**src/rtl/ms_conv_seq_if.sv**
```systemverilog
// Signal bundle between the multi-slope sequencer, the integrator switch drivers/comparator
// and the result consumer. The sequencer takes the slave side.
interface ms_conv_seq_if #(
    parameter int NSTAGE = 3,
    parameter int RD_W   = 12,
    parameter int STG_W  = 8,
    parameter int NPL_W  = 10
);
    logic                    start;
    logic                    meas_zero;
    logic [NPL_W-1:0]        npl;
    logic                    cmp;
    logic                    sinput;
    logic                    szero;
    logic                    sp_main;
    logic                    sn_main;
    logic [NSTAGE-1:0]       s_stage;
    logic                    busy;
    logic                    res_valid;
    logic                    res_ready;
    logic [NPL_W-1:0]        res_cnt_n;
    logic [NPL_W-1:0]        res_cnt_p;
    logic [RD_W-1:0]         res_rd;
    logic [NSTAGE*STG_W-1:0] res_stg;
    logic                    res_err;
    logic                    overrun;

    modport master (
        output start, meas_zero, npl, cmp, res_ready,
        input  sinput, szero, sp_main, sn_main, s_stage, busy,
               res_valid, res_cnt_n, res_cnt_p, res_rd, res_stg, res_err, overrun
    );

    modport slave (
        input  start, meas_zero, npl, cmp, res_ready,
        output sinput, szero, sp_main, sn_main, s_stage, busy,
               res_valid, res_cnt_n, res_cnt_p, res_rd, res_stg, res_err, overrun
    );
endinterface

```
**src/rtl/ms_conv_seq.sv**
```systemverilog
// Multi-slope ADC conversion sequencer: PWM run-up, main run-down, NSTAGE residue slopes,
// dead time between phases, timeout by counter saturation and a valid/ready result port.
//
// state     | meaning
// ----------+-----------------------------------------------------------
// S_IDLE    | all switches off, waiting for start
// S_RUNUP   | input/zero integration with comparator-steered PWM
// S_DEAD    | all switches off for DEAD_CYC clocks, then enter ret_q
// S_RUNDOWN | sp_main on until cmp=0
// S_STAGE   | s_stage[stg_idx_q] on until cmp reaches the stage's end level
// S_DONE    | publish counters to the result port
module ms_conv_seq #(
    parameter int PWM_PERIOD = 250,
    parameter int PWM_LONG   = 200,
    parameter int NSTAGE     = 3,
    parameter int RD_W       = 12,
    parameter int STG_W      = 8,
    parameter int NPL_W      = 10,
    parameter int DEAD_CYC   = 1
) (
    input logic          clk,
    input logic          rst,
    ms_conv_seq_if.slave bus
);
    localparam int PP_W = $clog2(PWM_PERIOD);
    localparam int SI_W = (NSTAGE > 1) ? $clog2(NSTAGE) : 1;
    localparam int DC_W = 3;

    typedef enum logic [2:0] {
        S_IDLE, S_RUNUP, S_DEAD, S_RUNDOWN, S_STAGE, S_DONE
    } state_t;

    state_t                  state_q, state_d, ret_q, ret_d, next_ph;
    logic [SI_W-1:0]         stg_idx_q, stg_idx_d, next_idx;
    logic [DC_W-1:0]         dead_q, dead_d;
    logic [PP_W-1:0]         pos_q, pos_d;
    logic                    dom_n_q, dom_n_d;
    logic [NPL_W-1:0]        per_left_q, per_left_d;
    logic                    mz_q, mz_d;
    logic [NPL_W-1:0]        cnt_n_q, cnt_n_d, cnt_p_q, cnt_p_d;
    logic [RD_W-1:0]         rd_q, rd_d;
    logic [NSTAGE*STG_W-1:0] stg_q, stg_d;
    logic                    err_q, err_d;
    logic [STG_W-1:0]        stg_inc;
    logic                    advance, pwm_n;

    logic                    sinput_q, sinput_d, szero_q, szero_d;
    logic                    sp_q, sp_d, sn_q, sn_d;
    logic [NSTAGE-1:0]       s_stage_q, s_stage_d;
    logic                    busy_q, busy_d;
    logic                    res_valid_q, res_valid_d;
    logic [NPL_W-1:0]        res_cnt_n_q, res_cnt_n_d, res_cnt_p_q, res_cnt_p_d;
    logic [RD_W-1:0]         res_rd_q, res_rd_d;
    logic [NSTAGE*STG_W-1:0] res_stg_q, res_stg_d;
    logic                    res_err_q, res_err_d;
    logic                    overrun_q, overrun_d;

    assign stg_inc = stg_q[int'(stg_idx_q)*STG_W +: STG_W] + STG_W'(1);

    always_comb begin
        state_d     = state_q;
        ret_d       = ret_q;
        stg_idx_d   = stg_idx_q;
        dead_d      = dead_q;
        pos_d       = pos_q;
        dom_n_d     = dom_n_q;
        per_left_d  = per_left_q;
        mz_d        = mz_q;
        cnt_n_d     = cnt_n_q;
        cnt_p_d     = cnt_p_q;
        rd_d        = rd_q;
        stg_d       = stg_q;
        err_d       = err_q;
        res_cnt_n_d = res_cnt_n_q;
        res_cnt_p_d = res_cnt_p_q;
        res_rd_d    = res_rd_q;
        res_stg_d   = res_stg_q;
        res_err_d   = res_err_q;
        res_valid_d = res_valid_q & ~bus.res_ready;
        overrun_d   = overrun_q;
        advance     = 1'b0;
        next_ph     = S_RUNDOWN;
        next_idx    = stg_idx_q;

        unique case (state_q)
            S_IDLE: begin
                if (bus.start) begin
                    state_d    = S_RUNUP;
                    mz_d       = bus.meas_zero;
                    per_left_d = (bus.npl == '0) ? '0 : bus.npl - NPL_W'(1);
                    pos_d      = '0;
                    dom_n_d    = bus.cmp;
                    cnt_n_d    = NPL_W'(bus.cmp);
                    cnt_p_d    = NPL_W'(!bus.cmp);
                    rd_d       = '0;
                    stg_d      = '0;
                    err_d      = 1'b0;
                    stg_idx_d  = '0;
                end
            end
            S_RUNUP: begin
                if (int'(pos_q) == PWM_PERIOD - 1) begin
                    if (per_left_q == '0) begin
                        advance = 1'b1;
                        next_ph = S_RUNDOWN;
                    end else begin
                        // period boundary: cmp picks the dominant polarity of the coming period
                        per_left_d = per_left_q - NPL_W'(1);
                        pos_d      = '0;
                        dom_n_d    = bus.cmp;
                        if (bus.cmp) cnt_n_d = cnt_n_q + NPL_W'(1);
                        else         cnt_p_d = cnt_p_q + NPL_W'(1);
                    end
                end else begin
                    pos_d = pos_q + PP_W'(1);
                end
            end
            S_DEAD: begin
                if (dead_q == '0) state_d = ret_q;
                else              dead_d  = dead_q - DC_W'(1);
            end
            S_RUNDOWN: begin
                rd_d = rd_q + RD_W'(1);
                if (&rd_d) begin
                    err_d   = 1'b1;
                    state_d = S_DONE;
                end else if (!bus.cmp) begin
                    advance  = 1'b1;
                    next_ph  = S_STAGE;
                    next_idx = '0;
                end
            end
            S_STAGE: begin
                stg_d[int'(stg_idx_q)*STG_W +: STG_W] = stg_inc;
                if (&stg_inc) begin
                    err_d   = 1'b1;
                    state_d = S_DONE;
                end else if (bus.cmp == ~stg_idx_q[0]) begin
                    // even stages end on cmp=1, odd stages on cmp=0
                    if (int'(stg_idx_q) == NSTAGE - 1) begin
                        state_d = S_DONE;
                    end else begin
                        advance  = 1'b1;
                        next_ph  = S_STAGE;
                        next_idx = stg_idx_q + SI_W'(1);
                    end
                end
            end
            S_DONE: begin
                state_d     = S_IDLE;
                res_cnt_n_d = cnt_n_q;
                res_cnt_p_d = cnt_p_q;
                res_rd_d    = rd_q;
                res_stg_d   = stg_q;
                res_err_d   = err_q;
                res_valid_d = 1'b1;
                if (res_valid_q && !bus.res_ready) overrun_d = 1'b1;
            end
            default: state_d = S_IDLE;
        endcase

        if (advance) begin
            stg_idx_d = next_idx;
            if (DEAD_CYC == 0) begin
                state_d = next_ph;
            end else begin
                state_d = S_DEAD;
                ret_d   = next_ph;
                dead_d  = DC_W'(DEAD_CYC - 1);
            end
        end

        // switch drives are registered decodes of the next state
        pwm_n     = dom_n_d ? (int'(pos_d) < PWM_LONG) : (int'(pos_d) >= PWM_LONG);
        busy_d    = (state_d != S_IDLE);
        sinput_d  = (state_d == S_RUNUP) && !mz_d;
        szero_d   = (state_d == S_RUNUP) && mz_d;
        sn_d      = (state_d == S_RUNUP) && pwm_n;
        sp_d      = ((state_d == S_RUNUP) && !pwm_n) || (state_d == S_RUNDOWN);
        s_stage_d = (state_d == S_STAGE) ? (NSTAGE'(1) << stg_idx_d) : '0;
    end

    always_ff @(posedge clk) begin
        if (rst) begin
            state_q     <= S_IDLE;
            ret_q       <= S_IDLE;
            stg_idx_q   <= '0;
            dead_q      <= '0;
            pos_q       <= '0;
            dom_n_q     <= 1'b0;
            per_left_q  <= '0;
            mz_q        <= 1'b0;
            cnt_n_q     <= '0;
            cnt_p_q     <= '0;
            rd_q        <= '0;
            stg_q       <= '0;
            err_q       <= 1'b0;
            sinput_q    <= 1'b0;
            szero_q     <= 1'b0;
            sp_q        <= 1'b0;
            sn_q        <= 1'b0;
            s_stage_q   <= '0;
            busy_q      <= 1'b0;
            res_valid_q <= 1'b0;
            res_cnt_n_q <= '0;
            res_cnt_p_q <= '0;
            res_rd_q    <= '0;
            res_stg_q   <= '0;
            res_err_q   <= 1'b0;
            overrun_q   <= 1'b0;
        end else begin
            state_q     <= state_d;
            ret_q       <= ret_d;
            stg_idx_q   <= stg_idx_d;
            dead_q      <= dead_d;
            pos_q       <= pos_d;
            dom_n_q     <= dom_n_d;
            per_left_q  <= per_left_d;
            mz_q        <= mz_d;
            cnt_n_q     <= cnt_n_d;
            cnt_p_q     <= cnt_p_d;
            rd_q        <= rd_d;
            stg_q       <= stg_d;
            err_q       <= err_d;
            sinput_q    <= sinput_d;
            szero_q     <= szero_d;
            sp_q        <= sp_d;
            sn_q        <= sn_d;
            s_stage_q   <= s_stage_d;
            busy_q      <= busy_d;
            res_valid_q <= res_valid_d;
            res_cnt_n_q <= res_cnt_n_d;
            res_cnt_p_q <= res_cnt_p_d;
            res_rd_q    <= res_rd_d;
            res_stg_q   <= res_stg_d;
            res_err_q   <= res_err_d;
            overrun_q   <= overrun_d;
        end
    end

    assign bus.sinput    = sinput_q;
    assign bus.szero     = szero_q;
    assign bus.sp_main   = sp_q;
    assign bus.sn_main   = sn_q;
    assign bus.s_stage   = s_stage_q;
    assign bus.busy      = busy_q;
    assign bus.res_valid = res_valid_q;
    assign bus.res_cnt_n = res_cnt_n_q;
    assign bus.res_cnt_p = res_cnt_p_q;
    assign bus.res_rd    = res_rd_q;
    assign bus.res_stg   = res_stg_q;
    assign bus.res_err   = res_err_q;
    assign bus.overrun   = overrun_q;
endmodule

```
**src/flat_wrapper.sv**
```systemverilog
// flat-port wrapper written by rule: the top's interface ports become plain ports
module ms_conv_seq_flat 
#(
    parameter int PWM_PERIOD = 250,
    parameter int PWM_LONG   = 200,
    parameter int NSTAGE     = 3,
    parameter int RD_W       = 12,
    parameter int STG_W      = 8,
    parameter int NPL_W      = 10,
    parameter int DEAD_CYC   = 1
)
  (clk, rst, bus_start, bus_meas_zero, bus_npl, bus_cmp, bus_res_ready, bus_sinput, bus_szero, bus_sp_main, bus_sn_main, bus_s_stage, bus_busy, bus_res_valid, bus_res_cnt_n, bus_res_cnt_p, bus_res_rd, bus_res_stg, bus_res_err, bus_overrun);
  ms_conv_seq_if #(.NSTAGE(NSTAGE), .RD_W(RD_W), .STG_W(STG_W), .NPL_W(NPL_W)) bus_i ();
  input logic clk;
  input logic rst;
  input wire logic [$bits(bus_i.start)-1:0] bus_start;
  input wire logic [$bits(bus_i.meas_zero)-1:0] bus_meas_zero;
  input wire logic [$bits(bus_i.npl)-1:0] bus_npl;
  input wire logic [$bits(bus_i.cmp)-1:0] bus_cmp;
  input wire logic [$bits(bus_i.res_ready)-1:0] bus_res_ready;
  output wire logic [$bits(bus_i.sinput)-1:0] bus_sinput;
  output wire logic [$bits(bus_i.szero)-1:0] bus_szero;
  output wire logic [$bits(bus_i.sp_main)-1:0] bus_sp_main;
  output wire logic [$bits(bus_i.sn_main)-1:0] bus_sn_main;
  output wire logic [$bits(bus_i.s_stage)-1:0] bus_s_stage;
  output wire logic [$bits(bus_i.busy)-1:0] bus_busy;
  output wire logic [$bits(bus_i.res_valid)-1:0] bus_res_valid;
  output wire logic [$bits(bus_i.res_cnt_n)-1:0] bus_res_cnt_n;
  output wire logic [$bits(bus_i.res_cnt_p)-1:0] bus_res_cnt_p;
  output wire logic [$bits(bus_i.res_rd)-1:0] bus_res_rd;
  output wire logic [$bits(bus_i.res_stg)-1:0] bus_res_stg;
  output wire logic [$bits(bus_i.res_err)-1:0] bus_res_err;
  output wire logic [$bits(bus_i.overrun)-1:0] bus_overrun;
  assign bus_i.start = bus_start;
  assign bus_i.meas_zero = bus_meas_zero;
  assign bus_i.npl = bus_npl;
  assign bus_i.cmp = bus_cmp;
  assign bus_i.res_ready = bus_res_ready;
  assign bus_sinput = bus_i.sinput;
  assign bus_szero = bus_i.szero;
  assign bus_sp_main = bus_i.sp_main;
  assign bus_sn_main = bus_i.sn_main;
  assign bus_s_stage = bus_i.s_stage;
  assign bus_busy = bus_i.busy;
  assign bus_res_valid = bus_i.res_valid;
  assign bus_res_cnt_n = bus_i.res_cnt_n;
  assign bus_res_cnt_p = bus_i.res_cnt_p;
  assign bus_res_rd = bus_i.res_rd;
  assign bus_res_stg = bus_i.res_stg;
  assign bus_res_err = bus_i.res_err;
  assign bus_overrun = bus_i.overrun;
  ms_conv_seq #(.PWM_PERIOD(PWM_PERIOD), .PWM_LONG(PWM_LONG), .NSTAGE(NSTAGE), .RD_W(RD_W), .STG_W(STG_W), .NPL_W(NPL_W), .DEAD_CYC(DEAD_CYC)) u_core (.clk(clk), .rst(rst), .bus(bus_i));
endmodule
```
**config.mk**
```make
export PLATFORM = sky130hd
export DESIGN_NAME = ms_conv_seq_flat
export DESIGN_NICKNAME = d
export VERILOG_FILES = /design/src/rtl/ms_conv_seq_if.sv /design/src/rtl/ms_conv_seq.sv /design/src/flat_wrapper.sv
export SDC_FILE = /design/constraint.sdc
export NUM_CORES = 1
export LEC_CHECK = 0
export CORE_ASPECT_RATIO = 0.75
export CORE_MARGIN = 10
export CORE_UTILIZATION = 29
export CTS_CLUSTER_SIZE = 20
export DETAILED_ROUTE_END_ITERATION = 8
export HOLD_SLACK_MARGIN = 0.15
export PLACE_DENSITY = 0.48
export SLEW_MARGIN = 5
export SYNTH_ARGS = -nofsm -noshare
export SYNTH_HDL_FRONTEND = slang
export SYNTH_SLANG_ARGS = --single-unit
export TNS_END_PERCENT = 30
```
**constraint.sdc**
```tcl
create_clock -name clk -period 2.7 [get_ports clk]
set_input_delay 0.27 -clock clk [delete_from_list [all_inputs] [get_ports clk]]
set_output_delay 0.27 -clock clk [all_outputs]
set_load 0.05 [all_outputs]
```
Yosys cells after proc, flatten, opt, wreduce, memory -nomap -nowiden

Cells that the tools add are included.
W data, S select, Z words.

Flip-flop bits (word level): 155
Input port bits: 16
Output and inout port bits: 67
Word-level logic and storage cells: 163

Add/subtract/negate cells: 10
Magnitude comparators: 2
Eq/ne operators: 18
Shifts and indexed selects: 4
Mux-type cells: 67
Bitwise operators: 5
Reduce and logical (&&, ||, !) cells: 31

Operators by type and width:

| kind                      | number |
|---|---|
| $mux W10                  | 12 |
| $pmux W10 S2              | 3 |
| $pmux W24 S2              | 1 |
| $mux W3                   | 12 |
| $neg A5 Y33               | 1 |
| $shift A8 B33 Y24 const A | 1 |
| $shiftx A8 B33 Y24        | 1 |
| $bwmux W24                | 1 |
| $mux W24                  | 1 |
| $mux W8                   | 3 |
| $pmux W12 S2              | 1 |
| $shiftx A24 B6 Y8         | 1 |
| $add A10 B1 Y10 const B   | 2 |
| $logic_not A10 Y1         | 2 |
| $sub A10 B1 Y10 const B   | 2 |
| $mux W1                   | 17 |
| $add A8 B1 Y8 const B     | 2 |
| $mux W2                   | 8 |
| $pmux W8 S2               | 1 |
| $pmux W3 S5               | 1 |
| $add A12 B1 Y12 const B   | 1 |
| $mux W12                  | 1 |
| $reduce_and A12 Y1        | 1 |
| $reduce_and A5 Y1         | 2 |
| other kinds (29)          | 59 |

Depth between registers and ports, before layout

Gate-level depths: netlist of the first run.

Word-level depth: 9
Mapped depth: 11
Gate-level depth less buffers: 11

Least setup slack after synthesis of the first run

OpenSTA, ideal clock, no wires.

Kind: register -> register
Start: reg u_core.stg_idx_q[0]
End: reg u_core.sp_q (netlist: u_core.bus.sp_main)
Setup time: 103 ps
Arrival: 2654 ps
Data required time: 2597 ps
Path slack: -57 ps
Stages on the path, launching flop included: 12
Buffers on the path: 1
Period minus slack after synthesis: 2757 ps
Path through: dfxtp_1 and2b_1 buf_6 a21oi_2 inv_2 ha_1 xor2_2 nand4_1 nor4_4 o22a_2 nand2_4 a2111oi_2

Longest elaborated chain between the ends: 9
Elaborated cells on any way between the ends: 19
Classes of those cells: add/sub (1); eq/ne (4); shift (1); mux (9); bitwise (1); reduce/logical (3)

RTL lines:

| item                                              | line               | RTL |
|---|---|---|
| start, declared                                   | ms_conv_seq.sv:34  | `logic [SI_W-1:0] stg_idx_q, stg_idx_d, next_idx;` |
| start signal, assigned                            | ms_conv_seq.sv:214 | `stg_idx_q <= stg_idx_d;` |
| $shiftx A24 B6 Y8 (tied with other cells)         | ms_conv_seq.sv:58  | `assign stg_inc = stg_q[int'(stg_idx_q)*STG_W +: STG_W] + STG_W'(1);` |
| $add A8 B1 Y8 (tied with other cells)             | ms_conv_seq.sv:58  |  |
| $reduce_and A8 Y1 (tied with other cells)         | ms_conv_seq.sv:135 | `if (&stg_inc) begin` |
| $mux W3 / $mux W1 (equally long branches)         | ms_conv_seq.sv:135 |  |
| $pmux W3 S5 / $pmux W1 S3 (equally long branches) | ms_conv_seq.sv:85  | `unique case (state_q)` |
| $mux W3 *                                         | ms_conv_seq.sv:162 | `if (advance) begin` |
| $eq A3 B1 Y1                                      | ms_conv_seq.sv:179 | `sp_d = ((state_d == S_RUNUP) && !pwm_n) \|\| (state_d == S_RUNDOWN);` |
| $logic_and A1 B1 Y1                               | ms_conv_seq.sv:179 |  |
| $logic_or A1 B1 Y1 *                              | ms_conv_seq.sv:179 |  |
| end signal, assigned                              | ms_conv_seq.sv:227 | `sp_q <= sp_d;` |
| end, declared                                     | ms_conv_seq.sv:48  | `logic sp_q, sp_d, sn_q, sn_d;` |

Mark *: on every way between the ends. The rest lies on a longest branch, timed or not.
A chain may end at the register's enable or synchronous reset.

Worst setup path in the final report of the first run

Start: reg u_core.stg_idx_q[1]
End: reg u_core.s_stage_q[1] (netlist: u_core.bus.s_stage[1])

Longest elaborated chain between the ends: 9
Elaborated cells on any way between the ends: 27
Classes of those cells: add/sub (2); eq/ne (2); shift (2); mux (18); bitwise (1); reduce/logical (2)

RTL lines:

| item                                                     | line                                  | RTL |
|---|---|---|
| $shiftx A24 B6 Y8 / $eq A2 B2 Y1 (equally long branches) | ms_conv_seq.sv:58, ms_conv_seq.sv:140 |  |
| $add A8 B1 Y8 (tied with other cells)                    | ms_conv_seq.sv:58                     |  |
| $reduce_and A8 Y1 (tied with other cells)                | ms_conv_seq.sv:135                    |  |
| $mux W3 / $mux W1 (equally long branches)                | ms_conv_seq.sv:135                    |  |
| $pmux W3 S5 / $pmux W1 S3 (equally long branches)        | ms_conv_seq.sv:85                     |  |
| $mux W3                                                  | ms_conv_seq.sv:162                    |  |
| $eq A3 B3 Y1                                             | ms_conv_seq.sv:180                    | `s_stage_d = (state_d == S_STAGE) ? (NSTAGE'(1) << stg_idx_d) : '0;` |
| $not A1 Y1 (no source line)                              | -                                     |  |
| $reduce_or A2 Y1 (no source line)                        | -                                     |  |
| end signal, assigned                                     | ms_conv_seq.sv:229                    | `s_stage_q <= s_stage_d;` |
| end, declared                                            | ms_conv_seq.sv:49                     | `logic [NSTAGE-1:0] s_stage_q, s_stage_d;` |

Several ways; a longest one is shown, not always the timed one.

==> impl_metrics.tcl, run 1 <==
set metrics [dict create \
    outcome "finished, final reports clean" \
    switchingPower_mw 1.29 \
    r2r_slack_ns 0.08 \
    grt_max_degree 100 \
    drive_gt1_share_pct 15.1 \
    synth_ff_type "dfxtp_1" \
    drv_cap 0 \
    ant_nets 0 \
    antenna_found_initial 0 \
    nNetsFinal 1030 \
    die_h_um 155 \
    drcViolationCount 0 \
    grt_pass1_vias 6275 \
    cp_max_fo 6 \
    powerDensity_nw_per_um2 560 \
    cts-root-buf "clkbuf_16" \
    drtIter0Drc 411 \
    clk_pin_slew_ns 0.07 \
    cpMostUsedCell "buf_4" \
    grt_overflow 0 \
    netlist.area_leader.share_pct 43.5 \
    std_cell_rows 49 \
    drv_slew 0 \
    reg2regPathDepth 12 \
    syn-cell-area_um2 7090 \
    place_hpwl_mm 14.8 \
    clk_latency_ns 0.43 \
    vias 6589 \
    async_flop_share_pct 0 \
    swShare_pct 24.2 \
    drt-pass1-iter-count 5 \
    tightest_slew_ns 0.572 \
    finalHoldViolCount 0 \
    preCtsSetupSlack_ns -0.0384 \
    htreeDepth 4 \
    cts_tree "yes" \
    ir_drop_mv 0.410 \
    post-route-worst-setup-slack_ns 0.0849 \
    critPathArrivalTime_ns 2.95 \
    vias_per_cell 4.92 \
    pwr-share-seq_pct 43.8 \
    grt_pass1_wl_mm 33.8 \
    ys_seq_area_share_pct 43.5 \
    cts_buffers 17 \
    end_kind "register" \
    yosysWarnings 0 \
    synth_edf_count 0 \
    yosysTopAreaCell "dfxtp_1" \
    port_buffers 82 \
    synthTopCellsByArea "dfxtp_1 (43%), nand2_1 (8.2%), a21oi_1 (6.6%)" \
    nFillCells 2521 \
    design.core.area_um2 24000 \
    syn_to_final_growth_pct 33.9 \
    synth_fp_nets 908 \
    ios 83 \
    clock_power_share_pct 48.4 \
    hp-class "primary input to register" \
    holdPathStages 2 \
    initial_core_util_pct 29.5 \
    syn_area_per_cell_um2 8.12 \
    tns_ns 0 \
    slowest_delay_ns 0.38 \
    timing.final.crit_share_pct 96.9 \
    fmax_ghz 0.382 \
    dieArea_um2 31200 \
    leakagePower_nw 3.27 \
    multi_input_area_um2 3940 \
    period_needed_ns 2.62 \
    worst_setup_path_start_kind "register" \
    p_comb_share_pct 7.8 \
    path_cells "and2b_2, a21oi_4, inv_2, ha_2, and3_1, a31oi_4, nor4_4, buf_4, buf_4, o21ai_4, nand4b_1, nor4_2" \
    synthCells 873 \
    avgRoutedWirePerCell_um 15.6 \
    synth.distinct_cells 70 \
    die_w_um 201 \
    insertedDiodeCount 0 \
    ctsLongestPathBuffers 2 \
    crit_type "register to register" \
    setup_violations 0 \
    ys_ff_latch 154 \
    crit_required_ns 3.04 \
    numClockSinks 154 \
    seqCellArea_um2 3090 \
    slowest_stage "dfxtp_4" \
    drt-total-wl_mm 20.9 \
    maxSlewHeadroom_pct 61.8 \
    gp_congestion 0.872 \
    cell_internal_pwr_mw 4.03 \
    grtUsageTotal_pct 13.2 \
    fin_skew_ns 0.00869 \
]
sequential cells by signal, indices dropped and copies added, names as in the netlist, 8 cells and up:
register              flops
u_core.cnt_n_q           10
u_core.stg_q             24
u_core.bus.res_rd        12
u_core.pos_q              8
u_core.bus.res_stg       24
u_core.cnt_p_q           10
u_core.per_left_q        10
u_core.bus.res_cnt_p     10
u_core.bus.res_cnt_n     10
u_core.rd_q              12
path summary, 6_finish.rpt:
check | to | from
setup / recovery | u_core.bus.s_stage[1] | u_core.stg_idx_q[1]
hold / removal | u_core.rd_q[11] | rst
setup reg to reg | u_core.bus.s_stage[1] | u_core.stg_idx_q[1]
hold reg to reg | u_core.bus.res_rd[6] | u_core.bus.res_rd[6]
cells in the mapped netlist, types with 2 or more instances:
| cell type | instances |
|---|---|
| o221ai_1 | 4 |
| a31oi_1 | 5 |
| a211oi_1 | 5 |
| a22oi_1 | 32 |
| nand3_1 | 22 |
| and3_1 | 10 |
| nor3b_1 | 3 |
| o32ai_1 | 3 |
| nand3b_1 | 5 |
| a311oi_1 | 2 |
| o21ai_0 | 27 |
| mux2i_1 | 10 |
| clkbuf_1 | 41 |
| nor2b_1 | 7 |
| nor3_1 | 20 |
| or3_1 | 7 |
| o31a_1 | 2 |
| o21ai_1 | 4 |
| xor2_1 | 21 |
| inv_1 | 14 |
| and4_1 | 5 |
| nand4b_1 | 2 |
| nor2_1 | 105 |
| o32a_1 | 2 |
| a21oi_1 | 93 |
| o21a_1 | 3 |
| o22ai_1 | 4 |
| o22a_1 | 2 |
| nor4_1 | 8 |
| nand2b_1 | 6 |
| buf_1 | 3 |
| nand2_1 | 155 |
| o2bb2ai_1 | 5 |
| nand4_1 | 13 |
| nor4b_1 | 2 |
| and2_1 | 5 |
| dfxtp_1 | 154 |
| xnor2_1 | 12 |
| ha_1 | 19 |
final cells by class:
cell class | instances | area share (%)
Clock buffer | 21 | 5.06
Clock inverter | 11 | 1.63
Inverter | 15 | 0.593
Multi-Input combinational cell | 657 | 41.5
Sequential cell | 154 | 32.5
Tap cell | 331 | 4.36
Timing Repair Buffer | 150 | 14.3
critical path, delay by kind of cell, from the launching register on:
family / cells / cell delay [ns]
AND/OR/NAND/NOR: 5 / 1.04
AO/OA/AOI/OAI: 3 / 0.51
flip-flops: 1 / 0.38
buffers and inverters: 3 / 0.38
adder cells (fa/ha/maj): 1 / 0.21
metal layers:
layer,track usage (%),vias up,routed length [um]
li1,-,3335,-
met1,18.0,3105,10600
met2,19.5,124,9110
met3,3.57,25,891
met4,4.86,0,338
met5,0,-,0
cell usage in the layout (no fill, tap or decap), drive strengths merged, types with 4 or more instances in the layout:
cell / n
and3: 10
nor4: 9
nor2: 106
o22ai: 4
nor3: 20
nand2: 156
xor2: 22
nand3b: 5
xnor2: 12
o221ai: 4
nand3: 22
and2: 5
nand4: 13
mux2i: 10
nor2b: 7
a31oi: 5
and4: 5
a211oi: 5
inv: 19
nor3b: 4
a22oi: 32
clkdlybuf4s50: 81
clkbuf: 21
o21ai: 31
ha: 19
a21oi: 94
o2bb2ai: 7
buf: 69
or3: 7
nand2b: 6
dfxtp: 154
kinds of logic (layout without fill, tap and decap cells):
logic type | count (synthesis) | count (layout) | synth area share (%)
simple gates | 383 | 383 | 24.8
xor+xnor | 34 | 34 | 4.31
mux | 10 | 10 | 1.41
buf+inv | 62 | 197 | 3.46
compound gates | 211 | 211 | 19.2
flops | 154 | 154 | 43.5
fa+ha+maj | 19 | 19 | 3.35
what timing repair did:
item,in CTS,in global routing
gates resized for setup,3,37
setup endpoints to repair,3,18
buffers inserted,0,9
hold buffers,0,0
pin swaps,1,16
power groups by stage:
stage,combinational [mW],clock (mW),sequential (mW)
global route,0.456,2.73,2.34
global placement,0.399,0,2.38
CTS,0.399,2.64,2.33
finish,0.414,2.57,2.33
floorplan,0.220,0,2.39
detailed placement,0.397,0,2.38
per-stage QoR:
step	instances	utilization [%]	area, um^2	total power [mW]	hold WS, ns
detailed placement	1298	35.8	8610	2.78	0.446
global route	1339	39.5	9490	5.52	0.250
global placement	1298	35.8	8610	2.78	0.443
finish	1339	39.5	9490	5.32	0.242
CTS	1330	38.5	9260	5.37	0.233
floorplan	873	-	7090	2.61	0.428
(Power assumes the default switching activity.)
==> run 2, diff against run 1 <==
Settings changed: CORE_UTILIZATION 29 to 41, PLACE_DENSITY 0.48 to 0.63.
==> impl_metrics.tcl, run 2 (same netlist as run 1, synthesis figures left out) <==
set metrics [dict create \
    reg2regPathDepth 11 \
    crit_type "register to register" \
    finalHoldViolCount 0 \
    drv_slew 0 \
    grtUsageTotal_pct 17.1 \
    clk_latency_ns 0.43 \
    place_hpwl_mm 13.7 \
    setup_violations 0 \
    grt_pass1_vias 6334 \
    r2r_slack_ns 0.11 \
    pwr-share-seq_pct 46.0 \
    die_w_um 172 \
    switchingPower_mw 1.25 \
    final_common_cell "nand2_1" \
    vias_per_cell 5.48 \
    ios 83 \
    ir_drop_mv 0.359 \
    leakagePower_nw 3.17 \
    insertedDiodeCount 0 \
    numClockSinks 154 \
    grt_pass1_wl_mm 32.6 \
    avgRoutedWirePerCell_um 16.4 \
    htreeDepth 4 \
    clock_power_share_pct 46.0 \
    gp_congestion 0.888 \
    fmax_ghz 0.386 \
    holdPathStages 2 \
    std_cell_rows 41 \
    cp_max_fo 7 \
    syn_to_final_growth_pct 28.7 \
    cts-root-buf "clkbuf_16" \
    drtIter0Drc 505 \
    cell_internal_pwr_mw 3.82 \
    finalInstanceArea_um2 9130 \
    cts_tree "yes" \
    drv_cap 0 \
    cts_buffers 17 \
    drcViolationCount 0 \
    design.core.area_um2 16900 \
    worst_setup_path_start_kind "register" \
    nFillCells 1607 \
    post-route-util_pct 54.1 \
    dieArea_um2 23000 \
    grt_max_degree 109 \
    vias 6643 \
    p_comb_share_pct 8.0 \
    worst_hold_slack_ns 0.187 \
    period_needed_ns 2.59 \
    port_buffers 82 \
    drt-pass1-iter-count 5 \
    ant_nets 0 \
    clk_pin_slew_ns 0.06 \
    drive_gt1_share_pct 12.7 \
    tightest_slew_ns 0.652 \
    initial_core_util_pct 42.0 \
    nNetsFinal 1020 \
    crit_required_ns 3.03 \
    powerDensity_nw_per_um2 556 \
    antenna_found_initial 0 \
    ctsLongestPathBuffers 2 \
    outcome "finished, final reports clean" \
    fin_skew_ns 0.0101 \
    die_h_um 134 \
    layout_common_cells "nand2_1 (152), dfxtp_1 (150), nor2_1 (104), a21oi_1 (92), clkdlybuf4s50_1 (81)" \
    drt-total-wl_mm 19.8 \
    swShare_pct 24.6 \
    hp-class "primary input to register" \
    critPathArrivalTime_ns 2.92 \
    grt_overflow 0 \
    maxSlewHeadroom_pct 56.5 \
    end_kind "register" \
    placed_area_um2 8410 \
    timing.final.crit_share_pct 96.1 \
]
run 2: changes by cell type in the layout (fill, tap and decap cells not counted), moves of 2 or more:
cell	delta
inv_6	-2
bufinv_16	-2
dfxtp_2	+2
o2bb2ai_2	-3
nor2_1	+3
dfxtp_1	-2
nor4_2	-2
clkinvlp_4	+2
o2bb2ai_1	+3
nor4_1	+2
nor2_2	-3
buf_4	-9
run 2: timing repair:
action,4_1_cts,5_1_grt
cloned,0,0
pin swaps,4,6
hold buffers,0,0
endpoints found under the setup margin,4,15
resized for setup,5,19
setup buffers,2,4
run 2: worst paths after layout:
path / start / endpoint
worst max-delay path: u_core.stg_idx_q[1] / u_core.stg_idx_q[1]
worst min-delay path: rst / u_core.rd_q[2]
worst max register to register: u_core.stg_idx_q[1] / u_core.stg_idx_q[1]
worst min register to register: u_core.bus.res_cnt_p[7] / u_core.bus.res_cnt_p[7]
run 2: power by group through the flow:
| stage | Combinational, mW | Sequential, mW | Clock, mW |
|---|---|---|---|
| after global routing | 0.448 | 2.33 | 2.46 |
| after CTS | 0.397 | 2.33 | 2.37 |
| after floorplan | 0.220 | 2.39 | 0 |
| final | 0.407 | 2.33 | 2.33 |
| after global placement | 0.393 | 2.38 | 0 |
| after detailed placement | 0.392 | 2.38 | 0 |
run 2: metal layers:
metal	track usage [%]	routed length, um	share of wire (%)	vias up
met4	5.02	294	1.5	0
met5	0	0	0	-
met2	26.0	8870	45	157
met1	23.5	9570	48	3175
li1	-	-	-	3290
met3	4.13	1080	5.5	21
run 2: cell type report:
class                   instances  area, um^2  share of cell area [%]
inverters                      15        56.3                   0.617
clock inverters                 9        88.8                   0.974
well taps                     215         269                    2.95
multi-input cells             657        3850                    42.2
clock buffers                  22         484                    5.31
flip-flops and latches        154        3090                    33.9
repair buffers                140        1280                    14.1
run 2: critical path, cell delays in order (launching register included):
cell and delay (ns):
dfxtp_4 0.38, and2b_2 0.26, buf_4 0.17, o2bb2ai_1 0.19
buf_4 0.17, nand4_1 0.12, nand4_1 0.16, nor4_4 0.30
buf_6 0.18, nor2_1 0.06, o32a_1 0.29, a221oi_2 0.23
run 2: stage by stage:
step,setup WS [ns],setup TNS (ns),power [mW],instances
after CTS,0.0410,0,5.09,1208
after floorplan,0.0624,0,2.61,873
after global routing,-0.0293,-0.0796,5.24,1212
after global placement,0.0252,0,2.77,1175
after detailed placement,-0.0436,-0.109,2.77,1175
final,0.107,0,5.07,1212
